<file path="src/rtl/mult_div_unit.sv">
// Sequential signed 32x32 multiplier / 32/32 divider feeding the HI/LO registers.
// Works on operand magnitudes one bit per clock, then fixes up the signs in a
// final cycle. hi_out/lo_out only change when a result is delivered.
//
// state | meaning
// IDLE  | waiting for start; operands and signs latched on acceptance
// MUL   | 32 shift-add iterations on magnitudes
// DIV   | 32 restoring-division iterations on magnitudes
// FIX   | sign correction, result write, done pulse
module mult_div_unit (
    input  logic        clock,
    input  logic        reset,
    input  logic        start,
    input  logic        op,
    input  logic [31:0] a_in,
    input  logic [31:0] b_in,
    output logic [31:0] hi_out,
    output logic [31:0] lo_out,
    output logic        busy,
    output logic        done,
    output logic        div_zero
);

    typedef enum logic [1:0] {IDLE, MUL, DIV, FIX} state_t;

    state_t      state_q, state_d;
    logic [5:0]  cnt_q, cnt_d;
    logic [63:0] acc_q, acc_d;     // MUL: {partial product, multiplier}; DIV: {rem, quo}
    logic [31:0] opnd_q, opnd_d;   // |multiplicand| or |divisor|, unsigned
    logic        op_q, op_d;
    logic        neg_q, neg_d;     // sign(a) ^ sign(b)
    logic        sa_q, sa_d;       // sign(a), gives remainder sign
    logic        dz_q, dz_d;
    logic [31:0] hi_q, hi_d;
    logic [31:0] lo_q, lo_d;
    logic        busy_q, busy_d;
    logic        done_q, done_d;
    logic        dzo_q, dzo_d;

    logic [31:0] abs_a, abs_b;
    logic [32:0] mul_sum;
    logic [63:0] mul_next;
    logic [31:0] rem_sh;
    logic [32:0] div_diff;
    logic [63:0] div_next;
    logic [63:0] prod_fix;
    logic [31:0] quo_fix, rem_fix;

    // Magnitudes, iteration steps and sign fix-up values.
    always_comb begin
        abs_a    = a_in[31] ? (32'd0 - a_in) : a_in;
        abs_b    = b_in[31] ? (32'd0 - b_in) : b_in;
        // Carry out of the add becomes the new MSB as the accumulator shifts right.
        mul_sum  = {1'b0, acc_q[63:32]} + {1'b0, (acc_q[0] ? opnd_q : 32'd0)};
        mul_next = {mul_sum, acc_q[31:1]};
        // rem < divisor <= 2^31, so the shifted remainder always fits in 32 bits.
        rem_sh   = {acc_q[62:32], acc_q[31]};
        div_diff = {1'b0, rem_sh} - {1'b0, opnd_q};
        div_next = div_diff[32] ? {rem_sh, acc_q[30:0], 1'b0}
                                : {div_diff[31:0], acc_q[30:0], 1'b1};
        prod_fix = neg_q ? (64'd0 - acc_q) : acc_q;
        quo_fix  = neg_q ? (32'd0 - acc_q[31:0]) : acc_q[31:0];
        rem_fix  = sa_q ? (32'd0 - acc_q[63:32]) : acc_q[63:32];
    end

    // Next-state and datapath control.
    always_comb begin
        state_d = state_q;
        cnt_d   = cnt_q;
        acc_d   = acc_q;
        opnd_d  = opnd_q;
        op_d    = op_q;
        neg_d   = neg_q;
        sa_d    = sa_q;
        dz_d    = dz_q;
        hi_d    = hi_q;
        lo_d    = lo_q;
        case (state_q)
            IDLE: begin
                if (start) begin
                    op_d  = op;
                    neg_d = a_in[31] ^ b_in[31];
                    sa_d  = a_in[31];
                    cnt_d = 6'd0;
                    dz_d  = 1'b0;
                    if (!op) begin
                        opnd_d  = abs_a;
                        acc_d   = {32'd0, abs_b};
                        state_d = MUL;
                    end else if (b_in == 32'd0) begin
                        dz_d    = 1'b1;
                        state_d = FIX;
                    end else begin
                        opnd_d  = abs_b;
                        acc_d   = {32'd0, abs_a};
                        state_d = DIV;
                    end
                end
            end
            MUL: begin
                acc_d = mul_next;
                cnt_d = cnt_q + 6'd1;
                if (cnt_q == 6'd31) state_d = FIX;
            end
            DIV: begin
                acc_d = div_next;
                cnt_d = cnt_q + 6'd1;
                if (cnt_q == 6'd31) state_d = FIX;
            end
            FIX: begin
                state_d = IDLE;
                if (!dz_q) begin
                    if (!op_q) begin
                        hi_d = prod_fix[63:32];
                        lo_d = prod_fix[31:0];
                    end else begin
                        hi_d = rem_fix;
                        lo_d = quo_fix;
                    end
                end
            end
            default: state_d = IDLE;
        endcase
        busy_d = (state_d != IDLE);
        done_d = (state_q == FIX);
        dzo_d  = (state_q == FIX) && dz_q;
    end

    // State and output registers; reset discards any in-flight operation.
    always_ff @(posedge clock) begin
        if (reset) begin
            state_q <= IDLE;
            cnt_q   <= 6'd0;
            acc_q   <= 64'd0;
            opnd_q  <= 32'd0;
            op_q    <= 1'b0;
            neg_q   <= 1'b0;
            sa_q    <= 1'b0;
            dz_q    <= 1'b0;
            hi_q    <= 32'd0;
            lo_q    <= 32'd0;
            busy_q  <= 1'b0;
            done_q  <= 1'b0;
            dzo_q   <= 1'b0;
        end else begin
            state_q <= state_d;
            cnt_q   <= cnt_d;
            acc_q   <= acc_d;
            opnd_q  <= opnd_d;
            op_q    <= op_d;
            neg_q   <= neg_d;
            sa_q    <= sa_d;
            dz_q    <= dz_d;
            hi_q    <= hi_d;
            lo_q    <= lo_d;
            busy_q  <= busy_d;
            done_q  <= done_d;
            dzo_q   <= dzo_d;
        end
    end

    assign hi_out   = hi_q;
    assign lo_out   = lo_q;
    assign busy     = busy_q;
    assign done     = done_q;
    assign div_zero = dzo_q;

endmodule
</file>
<file path="config.mk">
export PLATFORM = sky130hd
export DESIGN_NAME = mult_div_unit
export DESIGN_NICKNAME = d
export VERILOG_FILES = /design/src/rtl/mult_div_unit.sv
export SDC_FILE = /design/constraint.sdc
export NUM_CORES = 1
export LEC_CHECK = 0
export ABC_AREA = 1
export BUFFER_PORTS_ARGS = -buffer_cell sky130_fd_sc_hd__clkbuf_2
export CORE_MARGIN = 4
export CORE_UTILIZATION = 30
export CTS_BUF_LIST = sky130_fd_sc_hd__clkbuf_4 sky130_fd_sc_hd__clkbuf_8
export DETAILED_ROUTE_END_ITERATION = 10
export GPL_TIMING_DRIVEN = 0
export MAX_ROUTING_LAYER = met4
export PLACE_DENSITY = 0.49
export SYNTH_ARGS = -nofsm -noshare
export SYNTH_HDL_FRONTEND = slang
export SYNTH_SLANG_ARGS = --single-unit
</file>
<file path="constraint.sdc">
create_clock -name clock -period 3.2 [get_ports clock]
set_input_delay 0.64 -clock clock [delete_from_list [all_inputs] [get_ports clock]]
set_output_delay 0.64 -clock clock [all_outputs]
set_load 0.02 [all_outputs]
</file>
Word-level counts from Yosys, hierarchy flattened
Index checks and enable logic that the tools add are counted.

storage, ports and cells
  flip-flop bits (word level) = 175
  latch bits = 0
  bits in writable memories = 0
  bits in read-only memories = 0
  input port bits = 68
  output and inout bits = 67
  logic and storage cells = 66
  memories kept = 0

cells by class
  add/subtract/negate cells = 8
  multiply operators = 0
  divide/modulo/power cells = 0
  order comparisons = 0
  eq/ne operators = 7
  shift-type cells = 0
  mux-type cells = 24
  bitwise gates (word level) = 2
  reductions and logical operators = 12

operators by type and width
  cell                                               count
  2-to-1 mux 64 bit                                  5
  2-to-1 mux 32 bit                                  9
  case mux 64 bit (3 select lines)                   1
  subtractor 1 x 32 -> 32 bit, first input constant  4
  subtractor 1 x 64 -> 64 bit, first input constant  1
  adder 32 x 32 -> 33 bit                            1
  subtractor 32 x 32 -> 33 bit                       1
  logical NOT 32 bit                                 1
  case mux 6 bit (2 select lines)                    1
  adder 6 x 1 -> 6 bit, second input constant        1
  == test 6 x 5 -> 1 bit, second input constant      1
  2-to-1 mux 2 bit                                   3
  2-to-1 mux 6 bit                                   1
  case mux 2 bit (3 select lines)                    1
  AND reduction 2 bit                                3
  AND reduction 3 bit                                2
  == test 2 bit, second input constant               2
  inequality test 2 bit, second input constant       2
  nonzero test 2 bit                                 2
  2-to-1 mux 1 bit                                   3
  inequality test 3 bit, second input constant       1
  nonzero test 3 bit                                 1
  == test 2 x 1 -> 1 bit, second input constant      1
  logical NOT 2 bit                                  1
  other kinds (4)                                    4

Logic depth before layout (Yosys ltp)
  depth after elaboration = 6
  mapped depth = 19
  mapped depth without buffers = 18

Worst setup path before layout
No wires, ideal clock.

  kind = register -> register
  from = register acc_q[0]
  to = register acc_q[57]
  setup time = 0.143 ns
  data arrival time = 2.458 ns
  data required time = 3.057 ns
  slack = 0.599 ns
  stages on the path, launching flop included = 20
  buffers on the path = 2
  clock period less this slack = 2.601 ns
  cell sequence = dfxtp_1 -> buf_2 -> clkbuf_1 -> nand2_1 -> inv_1 -> ha_1 -> inv_1 -> fa_1 -> o21ai_0 -> nand2_1 -> nand2_1 -> nand2_1 -> nand2_1 -> nand2_1 -> nand2_1 -> nand2_1 -> nand3_1 -> nand2_1 -> nand2_1 -> a21oi_2

on the way
  word-level cells in the longest chain between the ends = 3

ends and longest elaborated chain
  what                              line  text
  start, declared                   28    logic [63:0] acc_q, acc_d;
  start signal, assigned            134   acc_q <= 64'd0;
  start signal, assigned            148   acc_q <= acc_d;
  2-to-1 mux 32 bit                 54    mul_sum = {1'b0, acc_q[63:32]} + {1'b0, (acc_q[0] ? opnd_q : 32'd0)};
  adder 32 x 32 -> 33 bit           54
  case mux 64 bit (3 select lines)  78    case (state_q)

No other way between the ends.
A chain may end at the register's enable or synchronous reset.

Final worst setup path
  from = register acc_q[51]
  to = register acc_q[47]

on the way
  word-level cells in the longest chain between the ends = 3

ends and longest elaborated chain
  what                              line  text
  subtractor 32 x 32 -> 33 bit      58    div_diff = {1'b0, rem_sh} - {1'b0, opnd_q};
  2-to-1 mux 64 bit                 59    div_next = div_diff[32] ? {rem_sh, acc_q[30:0], 1'b0}
  case mux 64 bit (3 select lines)  78

No other way between the ends.

==> impl_metrics.toml <==
[yosys]
synth_fp_nets = 3388
synth_async_sr_flop_share_pct = 0
synthTopCellsByCount = "nand2_1, inv_1, nor2_1"
seq_area_frac_synth_pct = 19.7
synthTopCellsByArea = "nand2_1, dfxtp_1, inv_1, nand3_1, nor2_1"
synth_top_cell_area_share_pct = 21.8
avgSynthCellArea_sq_um = 5.49
synth_most_common_cell = "nand2_1"
synth_edf_count = 0
ys_types = 54
yosys_warnings = 0
synth_area_leader_cell = "nand2_1"
ys.flop_type = "dfxtp_1"
ys_ff_latch = 175
syn-cell-area_sq_um = 17800
syn_inst = 3244

[place]
hpwlAfterDp_mm = 67.9
gp_congestion = 1.03
dp.cells = 4147
pre_cts_ws_ps = -496
portBuffers = 130

[cts]
root_buffer = "clkbuf_8"
clock_sinks = 175
cts_buffer_depth = 2
cts_tree = "yes"
h-tree-depth = 4
cts-hold-fix-buffers = 0
cts_buffers = 17
insertion_delay_ps = 580
clk_pin_slew_worst_paths_ps = 120

[critical_path]
critPathKind = "reg -> reg"
max_stage_delay_ps = 740
cpMostUsedCell = "nand2_1"
required_ps = 3710
r2r_end = "acc_q[47]$_SDFFE_PP0P_"
rrSetupSlack_ps = 30
path_buf_inv = 2
r2r_start = "acc_q[51]$_SDFFE_PP0P_"
cp-start-kind = "flop"
crit_family = "simple AND/OR/NAND/NOR gates"
worstPathMaxFanout = 10
slowest_stage = "dfxtp_1"
worst_r2r_path_depth = 14
worst_setup_path_end_kind = "flop"
crit_chain = "ha_1 -> nand2_1 -> nor2_2 -> nand2_1 -> nand2_1 -> a21oi_2 -> nand2_2 -> buf_6 -> buf_8 -> o21ai_1 -> nand3_1 -> nand2_1 -> nand2_1 -> a21oi_2"
cp.arrival_ps = 3680

[power]
pwr-share-comb_pct = 38.0
power_frac_clock_pct = 26.3
irDropWorstVdd_mv = 0.337
seqPwrFrac_pct = 35.8
power.internal_w = 0.00365
power_density_nw_per_um2 = 334
p_sw_share_pct = 45.3
p_leak_nw = 10.4
switchingPower_w = 0.00302

[detailed_routing]
wirelength_mm = 81.6
ant_nets = 0
first_pass_iters = 7
drt_iter0_drc = 2001
drc_errors = 0
wire_per_inst_um = 19.5
vias = 21100
via_per_inst = 5.05

[hold_path]
min_from = "start"
whs_path_depth = 3
hold_class = "in -> reg"
hold_path_end = "state_q[0]$_SDFF_PP0_"

[timing]
maxSlewViolCount = 0
final_hold_viol_count = 0
min_period_ps = 3170
worstMarginPinSlew_ps = 991
worst_slack_ps = 28.9
setup_tns_ps = 0
max_clock_freq_mhz = 315
setup_viol = 0
final.period_utilization_pct = 99.1
skew_ps = 26.7
maxSlewHeadroom_pct = 33.9

[die]
die_w_um = 252
num_rows = 89
core_area_sq_um = 58900
io_pins = 135
die_area_sq_um = 63300
start_util_pct = 30.2
fp.dieH_um = 252

[final_layout]
nets = 3539
num-fill-cells = 6858
layout.cells.non_filler = 4181
fin_util_pct = 33.9
multiInputGateArea_sq_um = 12000
diodes = 0
area_growth_syn_to_layout_pct = 12.1
seqCellArea_sq_um = 3520
drive_above_1_share_pct = 8.36

[global_routing]
grt_overflow_total = 0
first_global_vias = 19300
grt_max_degree = 20
grt_pass1_wl_mm = 120
track_usage_pct = 25.7
antenna_found_initial = 0

[run]
cap_viol_max_count = 0

[outcome]
status = "finished clean"
==> metal layers <==
metal | global-route usage (%) | part of all wire, %
met1 | 34.7 | 46
met2 | 39.4 | 44
met3 | 2.58 | 5.6
met4 | 10.4 | 4.3
met5 | - | 0
==> cell families after synthesis <==
logic type,after synthesis,share of synthesized area [%]
compound gates,481,15.4
fa+ha+maj,76,5.43
xor+xnor,66,3.25
mux,2,0.112
buf+inv,604,13.2
simple gates,1840,43.0
flops,175,19.7
==> final cells by class <==
type	count	share of cell area, %
well taps	773	4.85
multi-input cells	2465	60.0
flip-flops and latches	175	17.7
plain buffers	119	2.77
clock buffers	17	1.17
inverters	485	9.17
clock inverters	15	1.00
repair buffers	132	3.34
==> registers in the layout (all words and copies together) (netlist names) <==
name,flops
acc_q,64
hi_out,32
lo_out,32
opnd_q,32
cnt_q,6
state_q,2
busy,1
div_zero,1
done,1
dz_q,1
neg_q,1
op_q,1
sa_q,1
==> power by group through the flow <==
stage / sequential [W] / clock, W / combinational, W
after floorplan: 0.00242 / 0 / 0.00161
after global placement: 0.00243 / 0 / 0.00247
after detailed placement: 0.00243 / 0 / 0.00246
after CTS: 0.00238 / 0.00179 / 0.00247
after global routing: 0.00240 / 0.00186 / 0.00276
final: 0.00238 / 0.00175 / 0.00253
==> how the worst max path moves through the flow <==
stage,from,cells past startpoint,end,slack (ps)
floorplan,acc_q[0]$_SDFFE_PP0P_,19,acc_q[57]$_SDFFE_PP0P_,600
global placement,acc_q[0]$_SDFFE_PP0P_,19,acc_q[61]$_SDFFE_PP0P_,-510
detailed placement,acc_q[0]$_SDFFE_PP0P_,18,acc_q[61]$_SDFFE_PP0P_,-500
CTS,acc_q[31]$_SDFFE_PP0P_,19,acc_q[47]$_SDFFE_PP0P_,-40
global route,acc_q[31]$_SDFFE_PP0P_,19,acc_q[61]$_SDFFE_PP0P_,-3
finish,acc_q[51]$_SDFFE_PP0P_,14,acc_q[47]$_SDFFE_PP0P_,30
==> layout by cell type, fill, tap and decap left out, drive strengths merged, types with 50 or more instances in the layout <==
| cell | Yosys | layout |
|---|---|---|
| nand2 | 1059 | 1059 |
| inv | 483 | 486 |
| nor2 | 379 | 379 |
| nand3 | 280 | 280 |
| clkbuf | 85 | 234 |
| o21ai | 193 | 193 |
| dfxtp | 175 | 175 |
| a21oi | 172 | 172 |
| ha | 74 | 74 |
| xor2 | 50 | 50 |
==> per-stage QoR <==
step                hold WS, ps  area, sq um  power [W]
floorplan                   436        17800    0.00403
global placement            456        19400    0.00491
detailed placement          462        19400    0.00490
CTS                         426        19900    0.00665
global route                499        20000    0.00701
finish                      473        20000    0.00667
==> tightest hold or removal path, stage by stage <==
cell and delay (ps):
clkbuf_2 110, o221ai_1 140, a21oi_1 140
==> timing repair <==
item | CTS | global route
pin swaps | 0 | 1
setup buffers | 0 | 2
gates resized for setup | 11 | 34
endpoints found under the setup margin | 29 | 28
Note: power is estimated with default switching activity, not from simulation.
